## src/rtl/group_seq_pkg.sv

```systemverilog
// Shared definitions for the grouped update-order sequencer and the update-order LUT.
package group_seq_pkg;

  localparam int NUM_GROUPS = 4;
  localparam int GROUP_W    = 3;

  typedef enum logic [1:0] {
    IDLE = 2'd0,
    HOLD = 2'd1,
    GAP  = 2'd2,
    DONE = 2'd3
  } seq_state_e;

endpackage

```

## src/rtl/hold_timer.sv

```systemverilog
// Loadable down-counter shared by the hold and gap phases; zero marks the last cycle of a phase.
module hold_timer #(
  parameter int CNT_W = 4
) (
  input  logic             clk,
  input  logic             rst_n,
  input  logic             load,
  input  logic [CNT_W-1:0] load_val,
  output logic             zero
);

  logic [CNT_W-1:0] cnt_q, cnt_d;

  always_comb begin
    cnt_d = cnt_q;
    if (load) begin
      cnt_d = load_val;
    end else if (cnt_q != '0) begin
      cnt_d = cnt_q - CNT_W'(1);
    end
  end

  always_ff @(posedge clk or negedge rst_n) begin
    if (!rst_n) begin
      cnt_q <= '0;
    end else begin
      cnt_q <= cnt_d;
    end
  end

  assign zero = (cnt_q == '0);

endmodule

```

## src/rtl/group_update_sequencer.sv

```systemverilog
// Steps the update-order LUT group select through 0..NUM_GROUPS-1 with hold/gap timing,
// counting completed sweeps and ending on a sweep budget or a graceful stop.
module group_update_sequencer #(
  parameter int NUM_GROUPS  = group_seq_pkg::NUM_GROUPS,
  parameter int GROUP_W     = group_seq_pkg::GROUP_W,
  parameter int HOLD_CYCLES = 8,
  parameter int GAP_CYCLES  = 1,
  parameter int SWEEP_W     = 16
) (
  input  logic               clk,
  input  logic               rst_n,
  input  logic               start,
  input  logic               stop,
  input  logic [SWEEP_W-1:0] num_sweeps,
  output logic [0:GROUP_W-1] group_EN,
  output logic               group_valid,
  output logic               sweep_done,
  output logic [SWEEP_W-1:0] sweep_count,
  output logic               done,
  output logic               busy
);

  import group_seq_pkg::*;

  localparam int TMAX = (HOLD_CYCLES > GAP_CYCLES) ? HOLD_CYCLES : GAP_CYCLES;
  localparam int TW   = $clog2(TMAX) + 1;
  localparam logic [TW-1:0]      HOLD_LD  = TW'(HOLD_CYCLES - 1);
  localparam logic [TW-1:0]      GAP_LD   = TW'((GAP_CYCLES > 0) ? GAP_CYCLES - 1 : 0);
  localparam logic [GROUP_W-1:0] LAST_GRP = GROUP_W'(NUM_GROUPS - 1);

  function automatic logic [SWEEP_W-1:0] sat_inc(input logic [SWEEP_W-1:0] v);
    return (&v) ? v : v + SWEEP_W'(1);
  endfunction

  seq_state_e         state_q, state_d;
  logic [GROUP_W-1:0] group_q, group_d;
  logic [SWEEP_W-1:0] count_q, count_d;
  logic [SWEEP_W-1:0] budget_q, budget_d;
  logic               pend_q, pend_d;
  logic               swdone_q, swdone_d;
  logic               tload, tzero, wrap;
  logic [TW-1:0]      tval;
  logic [SWEEP_W-1:0] cnt_inc;

  hold_timer #(.CNT_W(TW)) u_timer (
    .clk      (clk),
    .rst_n    (rst_n),
    .load     (tload),
    .load_val (tval),
    .zero     (tzero)
  );

  always_comb begin
    state_d  = state_q;
    group_d  = group_q;
    count_d  = count_q;
    budget_d = budget_q;
    pend_d   = pend_q;
    swdone_d = 1'b0;
    tload    = 1'b0;
    tval     = HOLD_LD;
    wrap     = (group_q == LAST_GRP);
    cnt_inc  = sat_inc(count_q);
    case (state_q)
      IDLE: begin
        pend_d = 1'b0;
        if (start && !stop) begin
          budget_d = num_sweeps;
          count_d  = '0;
          group_d  = '0;
          tload    = 1'b1;
          state_d  = HOLD;
        end
      end
      HOLD: begin
        if (stop) pend_d = 1'b1;
        if (tzero) begin
          // Group is advanced on every hold exit so the gap already shows the next code.
          group_d = wrap ? '0 : group_q + GROUP_W'(1);
          if (wrap) begin
            count_d  = cnt_inc;
            swdone_d = 1'b1;
          end
          if ((wrap && budget_q != '0 && cnt_inc == budget_q) || pend_q || stop) begin
            state_d = DONE;
          end else if (GAP_CYCLES > 0) begin
            state_d = GAP;
            tload   = 1'b1;
            tval    = GAP_LD;
          end else begin
            state_d = HOLD;
            tload   = 1'b1;
          end
        end
      end
      GAP: begin
        if (stop) begin
          state_d = DONE;
        end else if (tzero) begin
          state_d = HOLD;
          tload   = 1'b1;
        end
      end
      DONE: begin
        pend_d  = 1'b0;
        state_d = IDLE;
      end
      default: state_d = IDLE;
    endcase
  end

  always_ff @(posedge clk or negedge rst_n) begin
    if (!rst_n) begin
      state_q  <= IDLE;
      group_q  <= '0;
      count_q  <= '0;
      budget_q <= '0;
      pend_q   <= 1'b0;
      swdone_q <= 1'b0;
    end else begin
      state_q  <= state_d;
      group_q  <= group_d;
      count_q  <= count_d;
      budget_q <= budget_d;
      pend_q   <= pend_d;
      swdone_q <= swdone_d;
    end
  end

  assign group_EN    = group_q;
  assign group_valid = (state_q == HOLD);
  assign sweep_done  = swdone_q;
  assign sweep_count = count_q;
  assign done        = (state_q == DONE);
  assign busy        = (state_q != IDLE);

endmodule

```

## config.mk

```make
export PLATFORM = sky130hd
export DESIGN_NAME = group_update_sequencer
export DESIGN_NICKNAME = d
export VERILOG_FILES = /design/src/rtl/group_seq_pkg.sv /design/src/rtl/hold_timer.sv /design/src/rtl/group_update_sequencer.sv
export SDC_FILE = /design/constraint.sdc
export NUM_CORES = 1
export LEC_CHECK = 0
export ABC_AREA = 0
export BUFFER_PORTS_ARGS = -buffer_cell sky130_fd_sc_hd__buf_4
export CORE_ASPECT_RATIO = 1.4
export CORE_UTILIZATION = 52
export DETAILED_ROUTE_END_ITERATION = 7
export PLACE_DENSITY = 0.76
export REMOVE_ABC_BUFFERS = 1
export SLEW_MARGIN = 10
export SYNTH_ARGS = -nofsm -noshare
export SYNTH_HDL_FRONTEND = slang
export SYNTH_SLANG_ARGS = --single-unit
```

## constraint.sdc

```tcl
create_clock -name clk -period 2.65 [get_ports clk]
set_input_delay 0.53 -clock clk [delete_from_list [all_inputs] [get_ports clk]]
set_output_delay 0.53 -clock clk [all_outputs]
set_load 0.02 [all_outputs]
```

==> results list <==
* Result of the run: finished, violations left
- The final reports fail on setup timing.
- Summed over all nets, the half-perimeter wirelength after detailed placement is just under 7 mm.
- CTS Root Cell: clkbuf_8
- The worst hold path belongs to the class in -> async.
- Final cycle utilization of the critical path: 100%
* Die span in x: ~66 um
- Setup-failing EPs final: 1
- Die Y: ~90 um
* Via count of the first global-routing pass: about 3000
- Across every metal layer, demand over resource in global routing totals a little under a third.
- Critical Setup Path Class: reg -> reg
- Via count normalized by instance count: approximately 6.5
- Fraction of final layout cells sized beyond drive strength 1: 32.5%
* Core footprint: 5570 um^2
* Final Max Tran Viols: 0
- The count of nets left with antenna violations once routing finished came out at 0.
* Via count: around 3200
- The completed layout was analyzed and its total power is around 3.1 mW.
- Die outline area: 6110 um^2
- Layout area overhead: 28.0%
- STA classifies the critical path startpoint as a flop.
- Yosys printed 0 warnings.
- Global routing finished with a remaining overflow of 0.
- Final hold vios: 0
- After layout, the minimum clock period comes to between 2 and 3 ns.
- Traced cell by cell, the critical path runs through nand4_1, buf_4, nor2_1, nand4_1, xnor2_1, a2111oi_2, nand4_1, a211oi_2.
- The congestion estimate from routability-driven global placement came to slightly below 1.
- For this run, design rule violations remaining after detail routing come to 0.
- In this run, synthesis inferred 0 flip-flops with an integrated enable.
- Initial antenna violation count: 0
- Post-detailed-route wirelength per cell: 18.8 um
- Main area contributors after synthesis: dfrtp_1 36%, mux2_2 6.4%, a21oi_1 4.2%, nand2_1 3.7%, ha_1 3.3%
- After detailed routing, the met2 layer carries between 4 and 5 mm of wire.
* Share of Yosys cell area claimed by the top area cell type: between 30% and 40%
- Slowest-stage cell, CP: dfrtp_2
* Detailed-routing wirelength on met1: 3.47 mm
- Final worst slack: -0.0113 ns
- Total Nets Final: between 400 and 500
- 0 antenna diodes ended up in the layout.
- Met3 Routed Length: approximately 650 um
- Synthesized cell area: between 3000 and 4000 um^2
- For the worst setup path, the data arrival time is approximately 2.9 ns.
- Measured against its own limit, the worst slew margin works out to around 63%.
- The first TritonRoute pass finished after 5 iterations.
* Cell types with the highest counts after synthesis: 43 x dfrtp_1, 30 x nand2_1, 25 x a21oi_1, 20 x nor2_1
* Endpoint class of the critical path: flop
- VDD sags by at most approximately 0.6 mV.
* Slew @ Worst Pin: about 0.55 ns
* Leak pwr: between 1.5 and 2 nW
- No sink is reached through more buffers than the 2 on the longest clock path.
* H-Tree Depth: 2
- STA puts the critical path data required time at 2.87 ns.
- dfrtp_1 takes more of the synthesized area than any other cell.
- Maximum cell stage delay along the critical path: 0.47 ns
- Hold slack final: about 0.21 ns
- Post-route core utilization: a little over two thirds
- Largest clock skew in the final design: ~0.0083 ns
- Ports: 43
* Most common flop cell mapped by yosys: dfrtp_1
* Number of maximum-capacitance violations: 0
- For this block, the initial DRC count from the detailed router was between 300 and 400.
- Counting the buffers created by CTS gives 5.
- Power spread over the standard cell area amounts to roughly 810 nW/um^2.
- Crit-path most repeated cell: nand4_1
- Unique cell type count in the Yosys netlist: between 50 and 60
- Top routing layer in use: met4
- The first global-routing pass estimated roughly 15 mm of wire.
- Entering global routing, the biggest net connects between 40 and 50 pins.
- Number of sinks driven by the clock tree: 43
- Clk_lat worst skew: 0.30 ns
* Cts hold-fix bufs: 0
- Synthesis produced a netlist whose cell count is ~350.
- Once the floorplan was initialized, standard cells occupied between 50 and 60% of the core.
- Port buffering added 42 buffers.
- The initialized floorplan defines 32 standard-cell rows.
- dfrtp_1 is the most common cell in the netlist.
- Each instance of the synthesized netlist takes up on average 8.64 um^2.
- After clock tree synthesis, the clock-pin slew on the worst setup and hold paths is ~0.080 ns.
- Post-synth ARST share: 100%
- Sequential fraction of the synthesis area: 35.7%
- Crit Path Max Fanout: 7
* Highest clock rate: 376 MHz
- The routed design has ~9.2 mm of wire.
- Setup Slack @ Placement: -0.130 ns
- Count of state elements after synthesis: 43
- TritonCTS built the clock tree.
==> cell usage in the layout, fill, tap and decap left out, drive strengths merged, types with 12 or more instances in the layout <==
cell type and instances:
buf 88, nor2 20, inv 14, nor4 12, nand2 30, mux2 17
nand4 15, a21oi 25, nand3 18, dfrtp 43, o21ai 20
==> final timing paths <==
check / startpoint / to / slack, ns / cells after the start
max: sweep_count[4]$_DFFE_PN0P_ / u_timer.cnt_q[1]$_DFFE_PN0P_ / -0.01 / 8
min: rst_n / sweep_count[11]$_DFFE_PN0P_ / 0.21 / 1
max reg2reg: sweep_count[4]$_DFFE_PN0P_ / u_timer.cnt_q[1]$_DFFE_PN0P_ / -0.01 / 8
min reg2reg: group_EN[0]$_DFFE_PN0P_ / group_EN[0]$_DFFE_PN0P_ / 0.56 / 1
max in group asynchronous: rst_n / sweep_count[4]$_DFFE_PN0P_ / 2.02 / 1
min in group clk: num_sweeps[14] / budget_q[14]$_DFFE_PN0P_ / 0.45 / 2
==> state kept, by name, summed over array words and instances (netlist names) <==
register	cells
state_q	2
pend_q	1
sweep_done	1
budget_q	16
u_timer.cnt_q	4
sweep_count	16
group_EN	3
==> cell families (layout without fill, tap and decap cells) <==
logic type | count (synthesis) | count (layout) | synth area share, %
buffers and inverters | 38 | 110 | 5.31
muxes | 20 | 20 | 7.35
AOI/OAI and AO/OA | 89 | 89 | 19.2
DFF | 43 | 43 | 35.7
xor gates and xnor gates | 13 | 13 | 4.23
and+or+nand+nor | 138 | 139 | 24.9
adders and majority gates | 8 | 8 | 3.32
==> per-layer routing <==
metal | vias to the layer above | global-route usage, %
met5 | - | 0
met4 | 0 | 16.0
met3 | 54 | 3.48
met2 | 178 | 53.9
met1 | 1502 | 38.1
li1 | 1445 | -
==> metrics by stage <==
step / instance area [um^2] / setup TNS, ns / instances
after floorplan: 2910 / -0.428 / 325
after global placement: 3600 / 0 / 474
after detailed placement: 3600 / -0.301 / 474
after CTS: 3700 / 0 / 482
after global routing: 3860 / -0.0642 / 490
final: 3860 / -0.0113 / 490
==> where the power goes <==
part,leakage (nW),switching [mW],internal [mW]
sequential,0.547,0.279,0.864
combinational,1.12,0.804,0.708
clock,0.0515,0.231,0.238
==> cell type report <==
cell class / instances / area, um^2
clock buffers: 8 / 100
flip-flops and latches: 43 / 1080
fillers: 449 / 1710
repair buffers: 88 / 661
multi-input cells: 269 / 1880
inverters: 14 / 52.6
well taps: 68 / 85.1
==> repair_timing <==
action	in CTS	in global routing
endpoints found under the setup margin	4	4
gates resized for setup	2	20
pin swaps	0	8
buffers inserted	0	7
gates cloned	0	1
==> worst max-delay path: cells and delay by family, from the launching register on <==
family,cells,cell delay [ns]
compound gates,2,0.66
xor+xnor,1,0.17
buf+inv,1,0.25
flops,1,0.47
simple gates,4,1.03
Power figures use the tool's default switching activity.
